**src/rtl/fifo_packer.sv**
```systemverilog
// fifo_packer: drains a first-word-fall-through FiFo and packs PACK
// consecutive DATA_WIDTH entries into one wide word on a valid/ready stream.
// A flush pulse emits a partially filled word; unfilled slots read zero.
module fifo_packer #(
  parameter int DATA_WIDTH = 2,
  parameter int PACK       = 4,
  parameter int CW         = $clog2(PACK + 1)
) (
  input  logic                       clk,
  input  logic                       reset,
  input  logic [DATA_WIDTH-1:0]      io_fifo_dout,
  input  logic                       io_fifo_empty,
  output logic                       io_fifo_pop,
  input  logic                       io_flush,
  output logic [DATA_WIDTH*PACK-1:0] io_out_data,
  output logic [CW-1:0]              io_out_count,
  output logic                       io_out_valid,
  input  logic                       io_out_ready
);

  localparam int                    OW     = DATA_WIDTH * PACK;
  localparam logic [CW-1:0]         PACK_C = CW'(PACK);
  localparam logic [CW-1:0]         ONE_C  = CW'(1);

  // FILL collects entries; HOLD presents a finished word until accepted
  typedef enum logic {FILL = 1'b0, HOLD = 1'b1} state_t;

  state_t          state_reg, state_next;
  logic [CW-1:0]   count_reg, count_next;
  logic [OW-1:0]   data_reg,  data_next;
  logic            pop;

  // Next-state, next word contents and the FiFo pop strobe
  always_comb begin
    state_next = state_reg;
    count_next = count_reg;
    data_next  = data_reg;
    // Pop whenever there is room: always in FILL, in HOLD only when the held
    // word leaves this cycle. Held low during reset so the FiFo is untouched.
    pop = reset & ~io_fifo_empty &
          ((state_reg == FILL) | ((state_reg == HOLD) & io_out_ready));
    case (state_reg)
      FILL: begin
        if (pop) begin
          for (int k = 0; k < PACK; k++) begin
            if (count_reg == CW'(k)) begin
              data_next[k*DATA_WIDTH +: DATA_WIDTH] = io_fifo_dout;
            end
          end
          count_next = count_reg + ONE_C;
          if (count_next == PACK_C) begin
            state_next = HOLD;
          end
        end
        // A flush closes the word, including an entry popped this same cycle;
        // with nothing collected there is nothing to emit.
        if (io_flush && ((count_reg != '0) || pop)) begin
          state_next = HOLD;
        end
      end
      HOLD: begin
        // Flush is ignored here; only acceptance moves the word on.
        if (io_out_ready) begin
          data_next  = '0;
          state_next = FILL;
          if (pop) begin
            // Start the next word immediately so a steady stream has no bubble
            data_next[DATA_WIDTH-1:0] = io_fifo_dout;
            count_next = ONE_C;
          end else begin
            count_next = '0;
          end
        end
      end
      default: begin
        state_next = FILL;
        count_next = '0;
        data_next  = '0;
      end
    endcase
  end

  // State, entry count and packed word registers with asynchronous clear
  always_ff @(posedge clk or negedge reset) begin
    if (!reset) begin
      state_reg <= FILL;
      count_reg <= '0;
      data_reg  <= '0;
    end else begin
      state_reg <= state_next;
      count_reg <= count_next;
      data_reg  <= data_next;
    end
  end

  assign io_fifo_pop  = pop;
  assign io_out_data  = data_reg;
  assign io_out_count = count_reg;
  assign io_out_valid = (state_reg == HOLD);

endmodule

```
**config.mk**
```make
export PLATFORM = sky130hd
export DESIGN_NAME = fifo_packer
export DESIGN_NICKNAME = d
export VERILOG_FILES = /design/src/rtl/fifo_packer.sv
export SDC_FILE = /design/constraint.sdc
export NUM_CORES = 1
export LEC_CHECK = 0
export CELL_PAD_IN_SITES_DETAIL_PLACEMENT = 1
export CELL_PAD_IN_SITES_GLOBAL_PLACEMENT = 1
export CORE_AREA = 2 2 50 52
export CTS_CLUSTER_SIZE = 10
export DETAILED_ROUTE_END_ITERATION = 16
export DIE_AREA = 0 0 52 54
export PLACE_DENSITY = 0.83
export SYNTH_ARGS = -nofsm -noshare
export SYNTH_HDL_FRONTEND = slang
export SYNTH_SLANG_ARGS = --single-unit
```
**constraint.sdc**
```tcl
create_clock -name clk -period 4.05 [get_ports clk]
set_input_delay 0.405 -clock clk [delete_from_list [all_inputs] [get_ports clk]]
set_output_delay 0.405 -clock clk [all_outputs]
set_load 0.005 [all_outputs]
```
# [Word level (Yosys, flattened, before mapping)]
# Cells that the tools add are included.
[totals] elab_cells=49 inputBits=7 out_inout_bits=13 register_bits=12
[op_classes] n_addsub=1 mux=17 n_eq_ne=10 bitwise=6 n_reduce_logical=9
[op_table] cell="8-bit 2-to-1 mux" count=2
[op_table] cell="8-bit case mux with 2 select lines" count=1
[op_table] cell="3-bit AND reduction" count=4
[op_table] cell="2-bit 2-to-1 mux" count=5
[op_table] cell="2-bit by 1-bit inequality test with 1-bit output, second input constant" count=4
[op_table] cell="3-bit by 2-bit == test with 1-bit output, second input constant" count=2
[op_table] cell="3-bit 2-to-1 mux" count=2
[op_table] cell="3-bit case mux with 2 select lines" count=1
[op_table] cell="1-bit 2-to-1 mux" count=5
[op_table] cell="2-bit inequality test, second input constant" count=2
[op_table] cell="3-bit by 1-bit adder with 3-bit output, second input constant" count=1
[op_table] cell="1-bit bitwise AND" count=3
[op_table] cell="3-bit by 1-bit == test with 1-bit output, second input constant" count=1
[op_table] cell="3-bit == test, second input constant" count=1
[op_table] cell="3-bit zero test" count=1
[op_table] cell="3-bit nonzero test" count=1
[op_table] cell="1-bit inverter" count=2
[op_table] cell="1-bit case mux with 2 select lines" count=1
[op_table] cell="2-bit AND reduction" count=1
[op_table] cell="1-bit logical AND" count=1
[op_table] cell="1-bit logical OR" count=1
[op_table] cell="1-bit bitwise OR" count=1

# [Longest topological paths before layout]
# Gate-level depths: netlist of run 1.
[depth] depth_word=7 ltp_mapped=5 mapped_depth_nobuf=5

# [Worst setup path before layout of run 1]
# Ideal clock, no wire load.
[synth_path] kind="reg2reg" start="register count_reg[0], in the netlist io_out_count[0]" end="register data_reg[0], in the netlist io_out_data[0]" synth_period_minus_slack_ns=1.365 t_required_ns=3.923 setup_slack_ns=2.685 setup_time_ns=0.127 arrival_ns=1.238 stages_incl_launch_ff=6 path_buffers=0 path_cell_list="dfrtp_1 > inv_1 > ha_1 > nor4bb_2 > or3b_1 > nand3_1"
[synth_via] elab_chain_len=3
[synth_lines] element="start, declared" line_no="29" source="logic [CW-1:0] count_reg, count_next;"
[synth_lines] element="start signal, assigned" line_no="91" source="count_reg <= count_next;"
[synth_lines] element="3-bit zero test" line_no="46" source="if (count_reg == CW'(k)) begin"
[synth_lines] element="2-bit by 1-bit inequality test with 1-bit output (no source line)"
[synth_lines] element="3-bit AND reduction (no source line)"
[synth_lines] element="end signal, assigned" line_no="92" source="data_reg <= data_next;"
[synth_lines] element="end, declared" line_no="30" source="logic [OW-1:0] data_reg, data_next;"
# No other way between the ends.
# A chain may end at the register's enable or synchronous reset.

# [Worst setup path in the final report of run 1]
[layout_path] start="register state_reg, in the netlist io_out_valid" end="output io_fifo_pop"
[layout_via] elab_chain_len=3 word_cells_on_any_way=4 cone_classes="bitwise: 4"
[layout_lines] element="start, declared" line_no="28" source="state_t state_reg, state_next;"
[layout_lines] element="start signal, assigned" line_no="90" source="state_reg <= state_next;"
[layout_lines] element="1-bit bitwise AND / 1-bit inverter (equally long branches)"
[layout_lines] element="1-bit bitwise OR *" line_no="41" source="((state_reg == FILL) | ((state_reg == HOLD) & io_out_ready));"
[layout_lines] element="1-bit bitwise AND *" line_no="40" source="pop = reset & ~io_fifo_empty &"
[layout_lines] element="end, declared" line_no="13" source="output logic io_fifo_pop,"
# Every way passes the cells marked *; elsewhere a longest branch is shown, timed or not.

==> impl_results.md, run 1 <==
* WP data arrival at about 2100 ps
* Adder-cell share of the synthesized area at 10.1%
* Combinational share of power at 45.8%
* Setup bufs post-CTS at 0
* Remaining antenna violation count at 0
* Commonest cells after routing, fill and taps aside: 19 x clkdlybuf4s50_1, 12 x dfrtp_1, 9 x mux2i_1
* Setup TNS Final at 0 ps
* Max-Cap Viols at 0
* Register area share after synthesis at 40.4%
* Fin crit share at between 60% and 70%
* R2R Setup Slk at ~2300 ps
* Simple-gate share of the synthesized area at 20.5%
* Site Rows at 18
* Vias in the first global route at 656
* Power density over the cells at 593 mW/mm2
* Total GRT Usage at 16.3%
* Met1 Usage GRT at 19.4%
* Mapped cell area at between 700 and 800 um2
* Io pins at 20
* WL/cell at 15.3 um
* GRT busiest layer: met2
* Largest net degree at the start of global routing at 19
* Post-place setup slack at 1540 ps
* Met2 usage at between 20% and 30%
* Vias/cell at slightly above 5
* H-tree levels at 1
* Setup slack after layout at between 1500 and 2000 ps
* HP Class: in -> async
* Clock skew at between 2 and 3 ps
* Worst R2R End: io_out_count[1]
* GRT overflow at 0
* Internal at 0.363 mW
* Yosys warns at 0
* Sinks on Clock Net at 12
* Status: complete, no violations
* Slew Viols, Final at 0
* Die ar. at roughly 0.0028 mm2
* Initial Util at 32.0%
* Worst Setup SP: io_out_valid
* Wirelength, routed at 1850 um
* Clk buf depth at 2
* Tmin final at 2500 ps
* Placed cells at 118
* Crit path kind: reg -> out
* Worst Path Max Fanout at 18
* Final hold vios at 0
* Finished Layout Cells at 121
* Leak at approximately 0.42 nW
* Synthesized flop and latch total at 12
* Setup violators final at 0
* Post-CTS Resized at 0
* Met3 usage at 2.50%
* Gp weighted congestion at 0.724
* Fin area at ~980 um2
* Commonest non-fill, non-tap cell in the layout: clkdlybuf4s50_1
* Multiplexer share of the synthesized area at 12.1%
* Drc violations at 0
* R2r startpoint: io_out_valid
* Worst path required time at 3640 ps
* Critical path endpoint: io_fifo_pop
* Antenna Diode Count at 0
* DRT Pass-1 Iters at 4
* Fillers at about 270
* Clk network pwr share at 13.1%
* Die H at roughly 54 um
* Max VDD drop at 248 uV
* NetSw at roughly 0.22 mW
* Sw frac at 37.7%
* CP Launch Type: register
* Syn avg cell area at between 10 and 15 um2
* Highest Clock Rate at 0.399 GHz
* Worst-Margin Slew at approximately 640 ps
* Post-DP HPWL at roughly 1400 um
* First-pass GRT wire length at 3170 um
* FF-to-FF path depth at 3
* Antenna violations before repair at 0
* Post-Synth XOR/XNOR Area at 0%
* Final nets at 106
* Root Buffer: clkbuf_4
* Clock Latency Late Sink at 280 ps
* Vias at about 620
* Compound-gate portion of the synthesized area at 11.1%
* PortBufs at 19
* Clock transition at path regs at 80 ps
* CTS Buf Count at 3
* Sequential Power Share at between 40 and 50%
* Layout cells sized above 1 at 8.79%
* CTS tree: done
* Unrepaired setup endpoints after global routing: false
* Synthesized instance count at 71
* Cts hold-fix bufs at 0
* Synth unique cells at 24
* Rel. slew slack at between 50 and 60%
* Core region area at 0.00232 mm2
* Die W at 52 um
* Crit end category: output port
* Syn_nets at 84
* Area Overhead vs Synth at 32.0%
* Cell Area, Placed at approximately 960 um2
* DRT iter0 DRCs at 5
* Largest family of logic cells by synthesized area: simple AND/OR/NAND/NOR gates
## Yosys cell counts
cell | count | share of area (%)
nor4bb_2 | 1 | 2.2
ha_1 | 6 | 10
buf_2 | 1 | 0.67
o21ai_0 | 6 | 4.0
and4bb_2 | 2 | 3.4
a221oi_1 | 1 | 1.2
nor2b_4 | 1 | 1.9
a32oi_1 | 2 | 2.4
nor2b_1 | 2 | 1.7
inv_1 | 6 | 3.0
dfrtp_1 | 12 | 40
buf_6 | 1 | 1.5
or3b_1 | 2 | 2.4
o31ai_1 | 1 | 1.0
a31oi_1 | 1 | 0.84
nand3b_1 | 1 | 1.0
nor2_1 | 2 | 1.0
nor3b_1 | 1 | 1.0
nand2_1 | 6 | 3.0
mux2i_1 | 9 | 12
nand3_1 | 2 | 1.3
nand4_1 | 2 | 1.7
clkbuf_1 | 1 | 0.50
o22ai_1 | 2 | 1.7
## power by group through the flow
stage | clock [mW] | sequential [mW] | combinational [mW]
after CTS | 0.0792 | 0.242 | 0.270
after global placement | 0 | 0.240 | 0.258
after detailed placement | 0 | 0.243 | 0.268
final | 0.0760 | 0.240 | 0.267
after floorplan | 0 | 0.223 | 0.133
after global routing | 0.0860 | 0.254 | 0.297
## stage by stage
| stage | util [%] | hold slack (ps) | power (mW) |
|---|---|---|---|
| final | 42.3 | 442 | 0.582 |
| after global routing | 42.3 | 443 | 0.637 |
| after CTS | 42.3 | 441 | 0.591 |
| after detailed placement | 41.3 | 513 | 0.511 |
| after global placement | 41.3 | 490 | 0.498 |
| after floorplan | - | 109 | 0.356 |
## critical path: stages, from the launching register on
cell and delay, ps:
dfrtp_1 650, nor2b_1 600, nor2b_1 100, clkdlybuf4s50_1 460
## state kept, by name, indices dropped and copies added, names as in the netlist
register      cells
io_out_valid      1
io_out_count      3
io_out_data       8
## layout make-up
| cell class | instances | area [um2] | area share (%) |
|---|---|---|---|
| clock buffers | 3 | 22.5 | 2.30 |
| inverters | 6 | 22.5 | 2.30 |
| multi-input cells | 50 | 400 | 40.8 |
| flip-flops and latches | 12 | 300 | 30.6 |
| well taps | 30 | 37.5 | 3.83 |
| repair buffers | 20 | 198 | 20.2 |
## logic make-up after synthesis
kind of cell,count (synthesis)
compound gates,13
fa+ha+maj,6
buf+inv,9
flops,12
mux,9
simple gates,22
## metal layers
| layer | vias to the layer above | wire, um |
|---|---|---|
| met5 | - | 0 |
| met3 | 4 | 57 |
| li1 | 296 | - |
| met4 | 0 | 53 |
| met1 | 302 | 865 |
| met2 | 14 | 871 |
## worst min path at each step
stage	from	to	slack, ps	cells after the start
finish	reset	io_out_data[7]	440	2
global route	reset	io_out_count[2]	440	2
CTS	reset	io_out_data[7]	440	2
detailed placement	io_out_data[3]	io_out_data[3]	510	2
global placement	io_out_data[6]	io_out_data[6]	490	2
floorplan	reset	io_out_count[0]	110	0
Note: power is estimated with default switching activity, not from simulation.
==> run 2, diff against run 1 <==
--- a/config.mk
+++ b/config.mk
@@ -7,11 +7,11 @@
 export LEC_CHECK = 0
 export CELL_PAD_IN_SITES_DETAIL_PLACEMENT = 1
 export CELL_PAD_IN_SITES_GLOBAL_PLACEMENT = 1
-export CORE_AREA = 2 2 50 52
+export CORE_AREA = 2 2 52 54
 export CTS_CLUSTER_SIZE = 10
 export DETAILED_ROUTE_END_ITERATION = 16
-export DIE_AREA = 0 0 52 54
-export PLACE_DENSITY = 0.83
+export DIE_AREA = 0 0 54 56
+export PLACE_DENSITY = 0.81
 export SYNTH_ARGS = -nofsm -noshare
 export SYNTH_HDL_FRONTEND = slang
 export SYNTH_SLANG_ARGS = --single-unit
==> constraint.sdc (replaced) <==
create_clock -name clk -period 2.01 [get_ports clk]
set_input_delay 0.201 -clock clk [delete_from_list [all_inputs] [get_ports clk]]
set_output_delay 0.201 -clock clk [all_outputs]
set_load 0.005 [all_outputs]
==> run 2 against run 1 <==
Against the previous run:
- clock skew is 2.3 ps higher
- sequential cell count did not move
- routed wire length up 10%
- design area is 3.7% higher
- cell count is 3.3% higher
- worst hold slack worse by 160 ps
- first-iteration DRC count decreased by 60%
- largest cell class unchanged
==> impl_results.md, run 2 (synthesis results as in run 1) <==
* Drc violations at 0 (unchanged)
* Crit path kind: in -> out
* R2R Setup Slk at 390 ps (-1920 ps)
* HP Class: in -> async
* Met3 routed wirelength at 52 um (-8.8%)
* FF-to-FF path depth at 5 (+2)
* Highest Clock Rate at roughly 0.6 GHz
* Fin area at 0.00102 mm2 (+3.7%)
* Final Util at 41.8% (-0.47 points)
* Final hold vios at 0 (unchanged)
* Area Overhead vs Synth at 36.9%
* Placed cells at 121 (+2.5%)
* Total GRT Usage at 15.5% (-0.80 points)
* Vias/cell at 5.06 (-0.53%)
* Cts hold-fix bufs at 0 (unchanged)
* Wirelength, routed at 2040 um (+10%)
* Commonest cells after routing, fill and taps aside: 19 x clkdlybuf4s50_1, 12 x dfrtp_1, 9 x mux2i_1
* Power consumption at 1.26 mW (+120%)
* Clock skew at 5.03 ps (+2.33 ps)
* Site Rows at 18 (unchanged)
* Remaining antenna violation count at 0 (unchanged)
* Fin crit share at 85.4%
* Hold WS at 284 ps (-158 ps)
* Worst path required time at 1810 ps (-1830 ps)
* CTS Buf Count at 3 (unchanged)
* Rel. slew slack at 70.4% (+13 points)
* GRT overflow at 0 (unchanged)
* Max reg flops at 8 (unchanged)
* Largest net degree at the start of global routing at 18 (-1)
* Gp weighted congestion at 0.746 (+3.1%)
* Die ar. at 0.00302 mm2 (+7.7%)
* Commonest non-fill, non-tap cell in the layout: clkdlybuf4s50_1
* Setup TNS Final at 0 ps (unchanged)
* CP Launch Type: input port
* Sinks on Clock Net at 12 (unchanged)
* DRT Pass-1 Iters at 4 (unchanged)
* Clock transition at path regs at 90 ps (about the same)
* Finished Layout Cells at 125 (+3.3%)
* CP peak stage delay at 520 ps (-130 ps)
* Max-Cap Viols at 0 (unchanged)
* Setup bufs post-CTS at 0 (unchanged)
* Cell Area, Placed at 981 um2 (+2.3%)
* Post-place setup slack at 248 ps (-1300 ps)
* Setup slack after layout at 294 ps (-1250 ps)
* Die H at 56 um (+3.7%)
* Layout cells sized above 1 at 12.6% (+3.8 points)
* Clock Latency Late Sink at 280 ps (about the same)
* Unrepaired setup endpoints after global routing: false
* Post-CTS Resized at 0 (unchanged)
* PortBufs at 19 (unchanged)
* Critical path endpoint: io_fifo_pop
* CP max stage cell: clkdlybuf4s50_1
* Antenna Diode Count at 0 (unchanged)
* Setup violators final at 0 (unchanged)
* Worst Path Max Fanout at 5 (-13)
* Worst R2R End: io_out_data[0]
* Io pins at 20 (unchanged)
* H-tree levels at 1 (unchanged)
* Vias in the first global route at 715 (+9.0%)
* Post-DP HPWL at 1480 um (+4.9%)
* Die W at 54 um (+3.8%)
* Worst Setup SP: io_fifo_empty
* Worst-Margin Slew at 438 ps (-203 ps)
* Power density over the cells at 1230 mW/mm2 (+110%)
* R2r startpoint: io_out_count[0]
* Metal2 WL at 1060 um (+22%)
* Post-Route M1 WL at 896 um (+3.6%)
* DRT iter0 DRCs at 2 (-3)
* Crit end category: output port
* Status: complete, no violations
* Clk buf depth at 2 (unchanged)
* Root Buffer: clkbuf_4
* Leak at 0.445 nW (+5.3%)
* WL/cell at 16.3 um (+6.9%)
* WP data arrival at 1520 ps (-580 ps)
* CTS tree: done
* Slew Viols, Final at 0 (unchanged)
* First-pass GRT wire length at 3380 um (+6.5%)
* Antenna violations before repair at 0 (unchanged)
* Tmin final at 1720 ps
* Initial Util at 30.6% (-1.5 points)
* Max Used Layer: met4
* Core region area at 0.00243 mm2 (+4.9%)
* Final nets at 109 (+2.8%)
* CP most frequent cell: clkdlybuf4s50_1
* Critical path cell sequence: clkdlybuf4s50_1 -> nor2b_4 -> nor2b_1 -> clkdlybuf4s50_1
* Vias at 633 (+2.8%)
* Max VDD drop at 483 uV (+95%)
==> run 2: cell types whose count changed in the layout (fill, tap and decap cells not counted), sizes merged <==
cell / change
clkbuf: +1
buf: +3
==> run 2: power by group <==
group / switching [mW] / total (mW) / internal [mW]
registers: 0.104 / 0.444 / 0.340
clock network: 0.0952 / 0.205 / 0.110
logic: 0.265 / 0.607 / 0.341
==> run 2: cell type report <==
class,instances,area (um2)
timing repair buffer,23,220
inverter,6,22.5
fill,283,1420
tap,30,37.5
sequential,12,300
clock buffer,4,36.3
multi-input combinational,50,400
==> run 2: critical path, delay by kind of cell <==
kind          cells  cell delay [ps]
buf+inv           2             1020
simple gates      2              290
==> run 2: layer usage <==
metal / vias up / GRT usage [%]
li1: 306 / -
met2: 11 / 25.4
met3: 2 / 1.88
met5: - / 0
met1: 314 / 19.4
met4: 0 / 7.50
==> run 2: worst min-delay path by stage <==
stage,startpoint,end,slack (ps),cells after the start
after floorplan,reset,io_out_count[0],-90,0
after global placement,io_out_data[6],io_out_data[6],480,2
after detailed placement,io_out_data[2],io_out_data[2],510,2
after CTS,reset,io_out_count[2],290,2
after global routing,reset,io_out_count[2],320,2
final,reset,io_out_count[2],280,2
==> run 3, diff against run 2 <==
==> config.mk (replaced) <==
export PLATFORM = sky130hd
export DESIGN_NAME = fifo_packer
export DESIGN_NICKNAME = d
export VERILOG_FILES = /design/src/rtl/fifo_packer.sv
export SDC_FILE = /design/constraint.sdc
export NUM_CORES = 1
export LEC_CHECK = 0
export CAP_MARGIN = 20
export CELL_PAD_IN_SITES_DETAIL_PLACEMENT = 1
export CELL_PAD_IN_SITES_GLOBAL_PLACEMENT = 1
export CORE_AREA = 2 2 47 58
export CTS_CLUSTER_SIZE = 10
export DETAILED_ROUTE_END_ITERATION = 16
export DIE_AREA = 0 0 49 60
export PLACE_DENSITY = 0.83
export SYNTH_ARGS = -nofsm -noshare
export SYNTH_HDL_FRONTEND = slang
export SYNTH_SLANG_ARGS = --single-unit
==> run 3 against run 2 <==
Against the previous run:
- clock skew fell by 0.79 ps
- largest cell class unchanged
- register-to-register slack got worse by 80 ps
- worst hold slack got worse by 3.9 ps
==> impl_results.md, run 3 (synthesis results as in run 1) <==
* Status: complete, no violations
* Site Rows at 20 (+2)
* Clock skew at 4.24 ps (-0.791 ps)
* Final Util at 42.1% (+0.24 points)
* Unrepaired setup endpoints after global routing: false
* Worst Path Max Fanout at 10 (+5)
* Vias at 625 (-1.3%)
* Max-Cap Viols at 0 (unchanged)
* Area Overhead vs Synth at 37.4%
* CP Launch Type: register
* CP peak stage delay at 520 ps (about the same)
* WP data arrival at 1590 ps (+70 ps)
* Fin crit share at 89.2% (+3.9 points)
* Fillers at 295 (+4.2%)
* CTS tree: done
* Layout cells sized above 1 at 12.6% (unchanged)
* Root Buffer: clkbuf_4
* Remaining antenna violation count at 0 (unchanged)
* CTS Buf Count at 3 (unchanged)
* Critical path cell sequence: nor2b_1 -> nor2b_1 -> clkdlybuf4s50_1
* Post-CTS Resized at 0 (unchanged)
* Worst R2R End: io_out_data[1]
* DRT iter0 DRCs at 2 (unchanged)
* Final nets at 109 (unchanged)
* Core region area at 0.00243 mm2 (-0.21%)
* Die W at 49 um (-9.3%)
* Clock transition at path regs at 80 ps (about the same)
* Final hold vios at 0 (unchanged)
* Cts hold-fix bufs at 0 (unchanged)
* First-pass GRT wire length at 3470 um (+2.6%)
* Total GRT Usage at 16.0% (+0.47 points)
* Setup bufs post-CTS at 0 (unchanged)
* Sinks on Clock Net at 12 (unchanged)
* Initial Util at 30.6% (+0.063 points)
* Clk buf depth at 2 (unchanged)
* Post-DP HPWL at 1590 um (+7.3%)
* WL/cell at 15.9 um (-2.8%)
* Crit end category: output port
* Antenna violations before repair at 0 (unchanged)
* Commonest cells after routing, fill and taps aside: 19 x clkdlybuf4s50_1, 12 x dfrtp_1, 9 x mux2i_1
* Highest Clock Rate at 0.557 GHz (-4.3%)
* Rel. slew slack at 65.7% (-4.6 points)
* Tmin final at 1790 ps (+77.6 ps)
* Crit path kind: reg -> out
* Vias/cell at 4.88 (-3.6%)
* R2R Setup Slk at 310 ps (-80 ps)
* R2r startpoint: io_out_count[0]
* Setup TNS Final at 0 ps (unchanged)
* Die H at 60 um (+7.1%)
* Commonest non-fill, non-tap cell in the layout: clkdlybuf4s50_1
* Worst path required time at 1810 ps (about the same)
* Setup violators final at 0 (unchanged)
* H-tree levels at 1 (unchanged)
* HP Class: in -> async
* Io pins at 20 (unchanged)
* Antenna Diode Count at 0 (unchanged)
* Die ar. at 0.00294 mm2 (-2.8%)
* Max reg flops at 8 (unchanged)
* Slew Viols, Final at 0 (unchanged)
* Worst-Margin Slew at 507 ps (+68.7 ps)
* CP max stage cell: clkdlybuf4s50_1
* Gp weighted congestion at 0.765 (+2.6%)
* Drc violations at 0 (unchanged)
* GRT overflow at 0 (unchanged)
* CP most frequent cell: nor2b_1
* Power density over the cells at 1230 mW/mm2 (-0.52%)
* Leak at 0.445 nW (unchanged)
* Wirelength, routed at 2030 um (-0.44%)
* FF-to-FF path depth at 5 (unchanged)
* Clock Latency Late Sink at 280 ps (about the same)
* DRT Pass-1 Iters at 3 (-1)
* PortBufs at 19 (unchanged)
* Largest net degree at the start of global routing at 17 (-1)
* Max VDD drop at 534 uV (+10%)
* Vias in the first global route at 734 (+2.7%)
[run 3: cell counts in the layout (fill, tap and decap cells not counted)]
Identical to the previous run, type by type.
[run 3: worst max-delay path, delay by kind of cell (launching register included)]
kind,cells,cell delay [ps]
flops,1,480
simple gates,2,320
buf+inv,1,520
[run 3: layer usage]
metal  GRT usage [%]  vias up  share of wire (%)
met5               0        -                  0
met4            12.2        0                2.9
met3            1.25        4                2.8
met2            30.3       17                 52
met1            16.5      300                 42
li1                -      304                  -
[run 3: cell type report]
class	instances	area (um2)	share of cell area [%]
sequential	12	300	29.4
multi-input combinational	50	400	39.2
clock buffer	4	36.3	3.55
timing repair buffer	23	220	21.6
tap	33	41.3	4.04
inverter	6	22.5	2.21
[run 3: how the worst max path moves through the flow]
stage / from / endpoint / slack (ps) / cells past startpoint
6_report: io_out_valid / io_fifo_pop / 220 / 3
3_5_place_dp: reset / io_out_data[1] / 200 / 5
4_1_cts: io_out_valid / io_fifo_pop / 190 / 3
5_1_grt: io_out_valid / io_fifo_pop / 140 / 3
3_3_place_gp: reset / io_out_data[0] / 330 / 5
2_1_floorplan: io_out_count[0] / io_out_data[0] / 650 / 5
[run 3: power by group]
group | leakage [nW] | total (mW) | internal, mW | switching (mW)
registers | 0.160 | 0.469 | 0.340 | 0.128
clock network | 0.0210 | 0.195 | 0.110 | 0.0847
logic | 0.264 | 0.591 | 0.342 | 0.249
[run 3: through the flow]
stage | std cells | hold WS, ps | total power, mW | setup WS, ps | area [um2]
2_1_floorplan | 71 | -94.6 | 0.717 | 645 | 743
3_3_place_gp | 124 | 488 | 1.02 | 325 | 985
3_5_place_dp | 124 | 511 | 1.07 | 203 | 985
4_1_cts | 128 | 279 | 1.28 | 189 | 1020
5_1_grt | 128 | 310 | 1.36 | 140 | 1020
6_report | 128 | 280 | 1.25 | 216 | 1020
